==> src/rtl/hack_cpu_stall.sv <==
// ---------------------------------------------------------------------------
// hack_cpu_stall
//   Hack CPU core with a configurable data width, a data-memory req/ready
//   handshake that inserts wait states, signed LT/EQ/GT jump decode and a
//   retired-instruction counter. The instruction ROM is combinational and
//   addressed by pc. The data RAM/MMIO sits behind addressM/outM/inM.
//
// Ports
//   clk          in   sole clock, rising edge
//   rst          in   synchronous active-high reset
//   instruction  in   ROM word at address pc (valid in the same cycle)
//   inM          in   RAM read data, sampled when mem_req && mem_ready
//   mem_ready    in   RAM accepts or completes the current access this cycle
//   outM         out  ALU result (combinational), also the RAM write data
//   addressM     out  RAM address, which is the low bits of A
//   mem_req      out  the current C-instruction reads M or writes M
//   writeM       out  the current C-instruction writes M
//   pc           out  address of the current instruction
//   stall        out  mem_req && !mem_ready
//   illegal      out  sticky flag for opcodes 100/101/110 in instr[15:13]
//   retired      out  number of retired instructions, wraps
// ---------------------------------------------------------------------------
module hack_cpu_stall #(
    parameter int DATA_W = 16,
    parameter int ADDR_W = 15,
    parameter int PC_W   = 15,
    parameter int CNT_W  = 32
) (
    input  logic              clk,
    input  logic              rst,
    input  logic [15:0]       instruction,
    input  logic [DATA_W-1:0] inM,
    input  logic              mem_ready,
    output logic [DATA_W-1:0] outM,
    output logic [ADDR_W-1:0] addressM,
    output logic              mem_req,
    output logic              writeM,
    output logic [PC_W-1:0]   pc,
    output logic              stall,
    output logic              illegal,
    output logic [CNT_W-1:0]  retired
);

    typedef enum logic {
        S_EXEC = 1'b0,
        S_WAIT = 1'b1
    } state_t;

    state_t state_q;

    logic [DATA_W-1:0] a_q, a_d;
    logic [DATA_W-1:0] d_q, d_d;
    logic [PC_W-1:0]   pc_q, pc_d;
    logic [CNT_W-1:0]  ret_q, ret_d;
    logic              ill_q, ill_d;

    // ---------------- decode ----------------
    logic       is_a_instr;
    logic       is_c_instr;
    logic       is_bad_instr;
    logic       use_m;
    logic [5:0] alu_ctrl;
    logic       dest_a, dest_d, dest_m;
    logic [2:0] jump_bits;

    assign is_a_instr   = ~instruction[15];
    assign is_c_instr   = &instruction[15:13];
    assign is_bad_instr = instruction[15] & ~is_c_instr;
    assign use_m        = instruction[12];
    assign alu_ctrl     = instruction[11:6];
    assign dest_a       = instruction[5];
    assign dest_d       = instruction[4];
    assign dest_m       = instruction[3];
    assign jump_bits    = instruction[2:0];

    // ---------------- ALU ----------------
    logic [DATA_W-1:0] alu_x, alu_y, alu_out;
    logic              alu_zr, alu_ng;

    always_comb begin
        alu_x = d_q;
        if (alu_ctrl[5]) alu_x = '0;
        if (alu_ctrl[4]) alu_x = ~alu_x;
        alu_y = use_m ? inM : a_q;
        if (alu_ctrl[3]) alu_y = '0;
        if (alu_ctrl[2]) alu_y = ~alu_y;
        alu_out = alu_ctrl[1] ? (alu_x + alu_y) : (alu_x & alu_y);
        if (alu_ctrl[0]) alu_out = ~alu_out;
    end

    assign alu_zr = (alu_out == '0);
    assign alu_ng = alu_out[DATA_W-1];

    logic jump_taken;
    assign jump_taken = (jump_bits[2] & alu_ng) |
                        (jump_bits[1] & alu_zr) |
                        (jump_bits[0] & ~alu_ng & ~alu_zr);

    // ---------------- memory handshake ----------------
    logic mem_req_w;
    logic retire_en;

    assign mem_req_w = is_c_instr & (use_m | dest_m);

    // In WAIT the same instruction is still presented, so the access
    // completes (and the instruction retires) on the first mem_ready.
    assign retire_en = (state_q == S_WAIT) ? mem_ready : ~(mem_req_w & ~mem_ready);

    // ---------------- next architectural state ----------------
    always_comb begin
        a_d   = a_q;
        d_d   = d_q;
        pc_d  = pc_q;
        ret_d = ret_q;
        ill_d = ill_q;
        if (retire_en) begin
            ret_d = ret_q + CNT_W'(1);
            pc_d  = pc_q + PC_W'(1);
            if (is_a_instr) begin
                a_d = {{(DATA_W-15){1'b0}}, instruction[14:0]};
            end else if (is_c_instr) begin
                // Jump target uses A as it was before this instruction.
                if (jump_taken) pc_d = a_q[PC_W-1:0];
                if (dest_a)     a_d  = alu_out;
                if (dest_d)     d_d  = alu_out;
            end else begin
                ill_d = 1'b1;
            end
        end
    end

    always_ff @(posedge clk) begin
        if (rst) begin
            state_q <= S_EXEC;
            a_q     <= '0;
            d_q     <= '0;
            pc_q    <= '0;
            ret_q   <= '0;
            ill_q   <= 1'b0;
        end else begin
            a_q   <= a_d;
            d_q   <= d_d;
            pc_q  <= pc_d;
            ret_q <= ret_d;
            ill_q <= ill_d;
            case (state_q)
                S_EXEC:  state_q <= (mem_req_w && !mem_ready) ? S_WAIT : S_EXEC;
                S_WAIT:  state_q <= mem_ready ? S_EXEC : S_WAIT;
                default: state_q <= S_EXEC;
            endcase
        end
    end

    // ---------------- outputs ----------------
    assign outM     = alu_out;
    assign addressM = a_q[ADDR_W-1:0];
    assign mem_req  = mem_req_w;
    assign writeM   = is_c_instr & dest_m;
    assign pc       = pc_q;
    assign stall    = mem_req_w & ~mem_ready;
    assign illegal  = ill_q;
    assign retired  = ret_q;

endmodule

==> config.mk <==
export PLATFORM = sky130hd
export DESIGN_NAME = hack_cpu_stall
export DESIGN_NICKNAME = d
export VERILOG_FILES = /design/src/rtl/hack_cpu_stall.sv
export SDC_FILE = /design/constraint.sdc
export NUM_CORES = 1
export LEC_CHECK = 0
export CORE_MARGIN = 1.5
export CORE_UTILIZATION = 53
export CTS_CLUSTER_SIZE = 24
export DETAILED_ROUTE_END_ITERATION = 6
export HOLD_SLACK_MARGIN = 0.12
export PLACE_DENSITY = 0.9
export REMOVE_ABC_BUFFERS = 1
export SYNTH_ARGS = -nofsm -noshare
export SYNTH_HDL_FRONTEND = slang
export SYNTH_SLANG_ARGS = --single-unit
==> constraint.sdc <==
create_clock -name clk -period 9.2 [get_ports clk]
set_input_delay 2.76 -clock clk [delete_from_list [all_inputs] [get_ports clk]]
set_output_delay 2.76 -clock clk [all_outputs]
set_load 0.05 [all_outputs]
==> results.txt <==
status: finished, final reports clean
proportion of synthesized area in mux cells: 6.41%
drt pass-1 iters: 5
Finish-stage setup viols: 0
die area: 11,500 µm²
Post-Layout Cell Count: 980
GRT Util Overall: 28.2%
Synth Area in Adders: 4.25%
vias: 5,809
CTS Root Cell: clkbuf_8
drt via density: 5.93
Hold WS: 0.462 ns
maximum clock frequency: 112 MHz
maxcap violations: 0
final cycle utilization of the critical path: 97.2%
post-detail-place hpwl: 11,700 µm
Yosys cell types: 61
first-pass GRT wire length: 26,100 µm
average size of a mapped cell: 7.70 µm²
Final Hold Viols: 0
Port-buffer cells: 116
combinational share of power: 44.4%
Initial Utilization: 55.2%
Critical Path Sink: outM[11]
Yosys reg bits: 81
Die Y: 107 µm
complex-gate fraction of the synthesized area: 16.7%
GP Congestion: 0.947
most frequent cells in the layout: 99 x clkdlybuf4s50_1, 98 x nor2_1, 81 x dfxtp_1
DRC Markers: 0
Worst Setup SP: instruction[12]
1st-iter DRT viols: 396
Core Footprint: 10,500 µm²
Post-synth EDFFs: 0
die span in x: 107 µm
clock sink count: 81
post-CTS resize count: 0
Core Rows: 37
Hold/Removal Path Class: reg2reg
Setup Fix Bufs, Post-CTS: 0
Placed Cells: 964
xor/xnor share of the synthesized area: 12.1%
largest family of logic cells by synthesized area: simple AND/OR/NAND/NOR gates
asr flop ratio synth: 0%
NetSw: 0.472 mW
YS warnings: 0
hold buffers post-CTS: 0
grt total ovfl: 0
crit path max fanout: 12
worst r2r src: a_q[0]
Synth Cell Area: 5780 µm²
Required @ worst endpoint: 6.44 ns
clock-pin slew on the worst setup and hold paths: 0.08 ns
Final ANT Viol Nets: 0
fin worst setup slack: 0.256 ns
clock buffer depth: 2
unrepaired setup endpoints after global routing: false
Tightest Pin Transition: 1.25 ns
slew margin rel.: 16.9%
routed len/inst: 16.6 µm
vias in the first global route: 5,330
CP Launch Type: input pin
maximum vdd ir drop: 0.115 mV
Sequential Power Share: 33.5%
htree depth: 3
Critical Path End Type: output port
power per standard cell area: 157 nW/µm²
skew final: 0.0142 ns
critical path arrival: 6.18 ns
setup_tns: 0 ns
Leak: 2.80 nW
clk_lat worst skew: 0.36 ns
switch share: 41.4%
CTS Buf Count: 9
Cells after Synth: 750
Antenna Cells: 0
share of cells above drive strength 1: 7.82%
Final Max Tran Viols: 0
commonest non-fill, non-tap cell in the layout: clkdlybuf4s50_1
CTS tree: yes
top-level port count: 117
WS Path Type: in2out
Simple-Gate Fraction of Synth Area: 26.4%
Post-synth top flop: dfxtp_1
synth-to-layout area growth: 26.0%
post-place setup slack: 0.215 ns
FF-to-FF path depth: 16
Reg2Reg Setup Slack: 4.91 ns
post-layout min period: 8.94 ns
Pint: 0.668 mW
register area share after synthesis: 28.1%
initial antenna violation count: 1
Clk pwr share: 22.1%
R2R Path End: pc[1]
Final Power: 1.14 mW
drt total wl: 16,300 µm
final net count: 893
largest net degree at the start of global routing: 82
worst min path at each step:
stage / from / endpoint / slack (ns) / cells past startpoint
2_1_floorplan: d_q[0] / d_q[0] / 0.43 / 2
3_3_place_gp: d_q[5] / d_q[5] / 0.44 / 2
3_5_place_dp: d_q[8] / d_q[8] / 0.45 / 2
4_1_cts: d_q[8] / d_q[8] / 0.46 / 2
5_1_grt: d_q[14] / d_q[14] / 0.48 / 2
6_report: d_q[6] / d_q[6] / 0.46 / 2
per-layer routing:
layer	track usage (%)	wire length, µm	up-vias
li1	-	-	2793
met1	38.2	6920	2695
met2	45.2	7610	286
met3	5.21	1370	33
met4	8.93	391	2
met5	0	8	-
Yosys cell counts (3+ instances only):
library cell	count	area [µm²]
nand2b_1	21	131
buf_1	5	18.8
o21a_1	4	30.0
and2_1	9	56.3
a31oi_1	18	113
xnor2_1	40	350
nand4_1	8	50.1
o211a_1	3	30.0
nor4_1	5	31.3
and4_1	5	43.8
clkbuf_1	28	105
o211ai_1	4	30.0
inv_1	13	48.8
nor2b_1	3	18.8
buf_4	15	113
nand3_1	41	205
ha_1	18	225
nand2_1	79	297
buf_2	8	40.0
xor2_1	40	350
a21oi_1	34	170
mux2i_1	37	370
a211oi_1	20	150
nor3_1	9	45.0
and3_1	16	100
o2111ai_1	3	26.3
or3_1	14	87.6
dfxtp_1	81	1620
nor2_1	99	372
a21o_1	16	120
nand3b_1	3	22.5
o21ai_0	17	85.1
per-stage QoR:
stage	cell area (µm²)	util, %
final	7280	69.6
after global routing	7280	69.6
after CTS	7270	69.5
after detailed placement	7080	67.7
after global placement	7080	67.7
after floorplan	5480	-
area by class of cell:
class	count	area [µm²]
Sequential cell	81	1620
Fill cell	799	3180
Tap cell	136	170
Clock buffer	9	124
Inverter	14	52.6
Clock inverter	7	61.3
Multi-Input combinational cell	597	3820
Timing Repair Buffer	136	1430
cell families (layout without fill, tap and decap cells):
| group | Yosys count | in the layout |
|---|---|---|
| and+or+nand+nor | 319 | 319 |
| AOI/OAI and AO/OA | 142 | 142 |
| DFF | 81 | 81 |
| xor gates and xnor gates | 80 | 80 |
| buffers and inverters | 72 | 166 |
| muxes | 37 | 37 |
| adders and majority gates | 19 | 19 |
worst max-delay path, stage by stage:
cell and delay, ns:
clkdlybuf4s50_1 0.46, buf_4 0.25, mux2i_1 0.21, nor2_1 0.06
xor2_1 0.25, ha_1 0.31, a21o_1 0.19, and4_4 0.21
or3_4 0.39, and3_1 0.19, a2111oi_2 0.38, xnor2_2 0.21
inv_1 0.14, buf_12 0.17
flip-flops by register name, indices dropped and copies added, names as in the netlist:
| register | flops |
|---|---|
| a_q | 16 |
| d_q | 16 |
| illegal | 1 |
| pc | 15 |
| retired | 32 |
| state_q | 1 |
power groups by stage:
stage               clock network (mW)  logic [mW]  registers, mW
floorplan                            0       0.259          0.426
global placement                     0       0.489          0.389
detailed placement                   0       0.494          0.389
CTS                              0.255       0.498          0.381
global route                     0.272       0.536          0.384
finish                           0.253       0.506          0.382
Note: power is estimated with default switching activity, not from simulation.
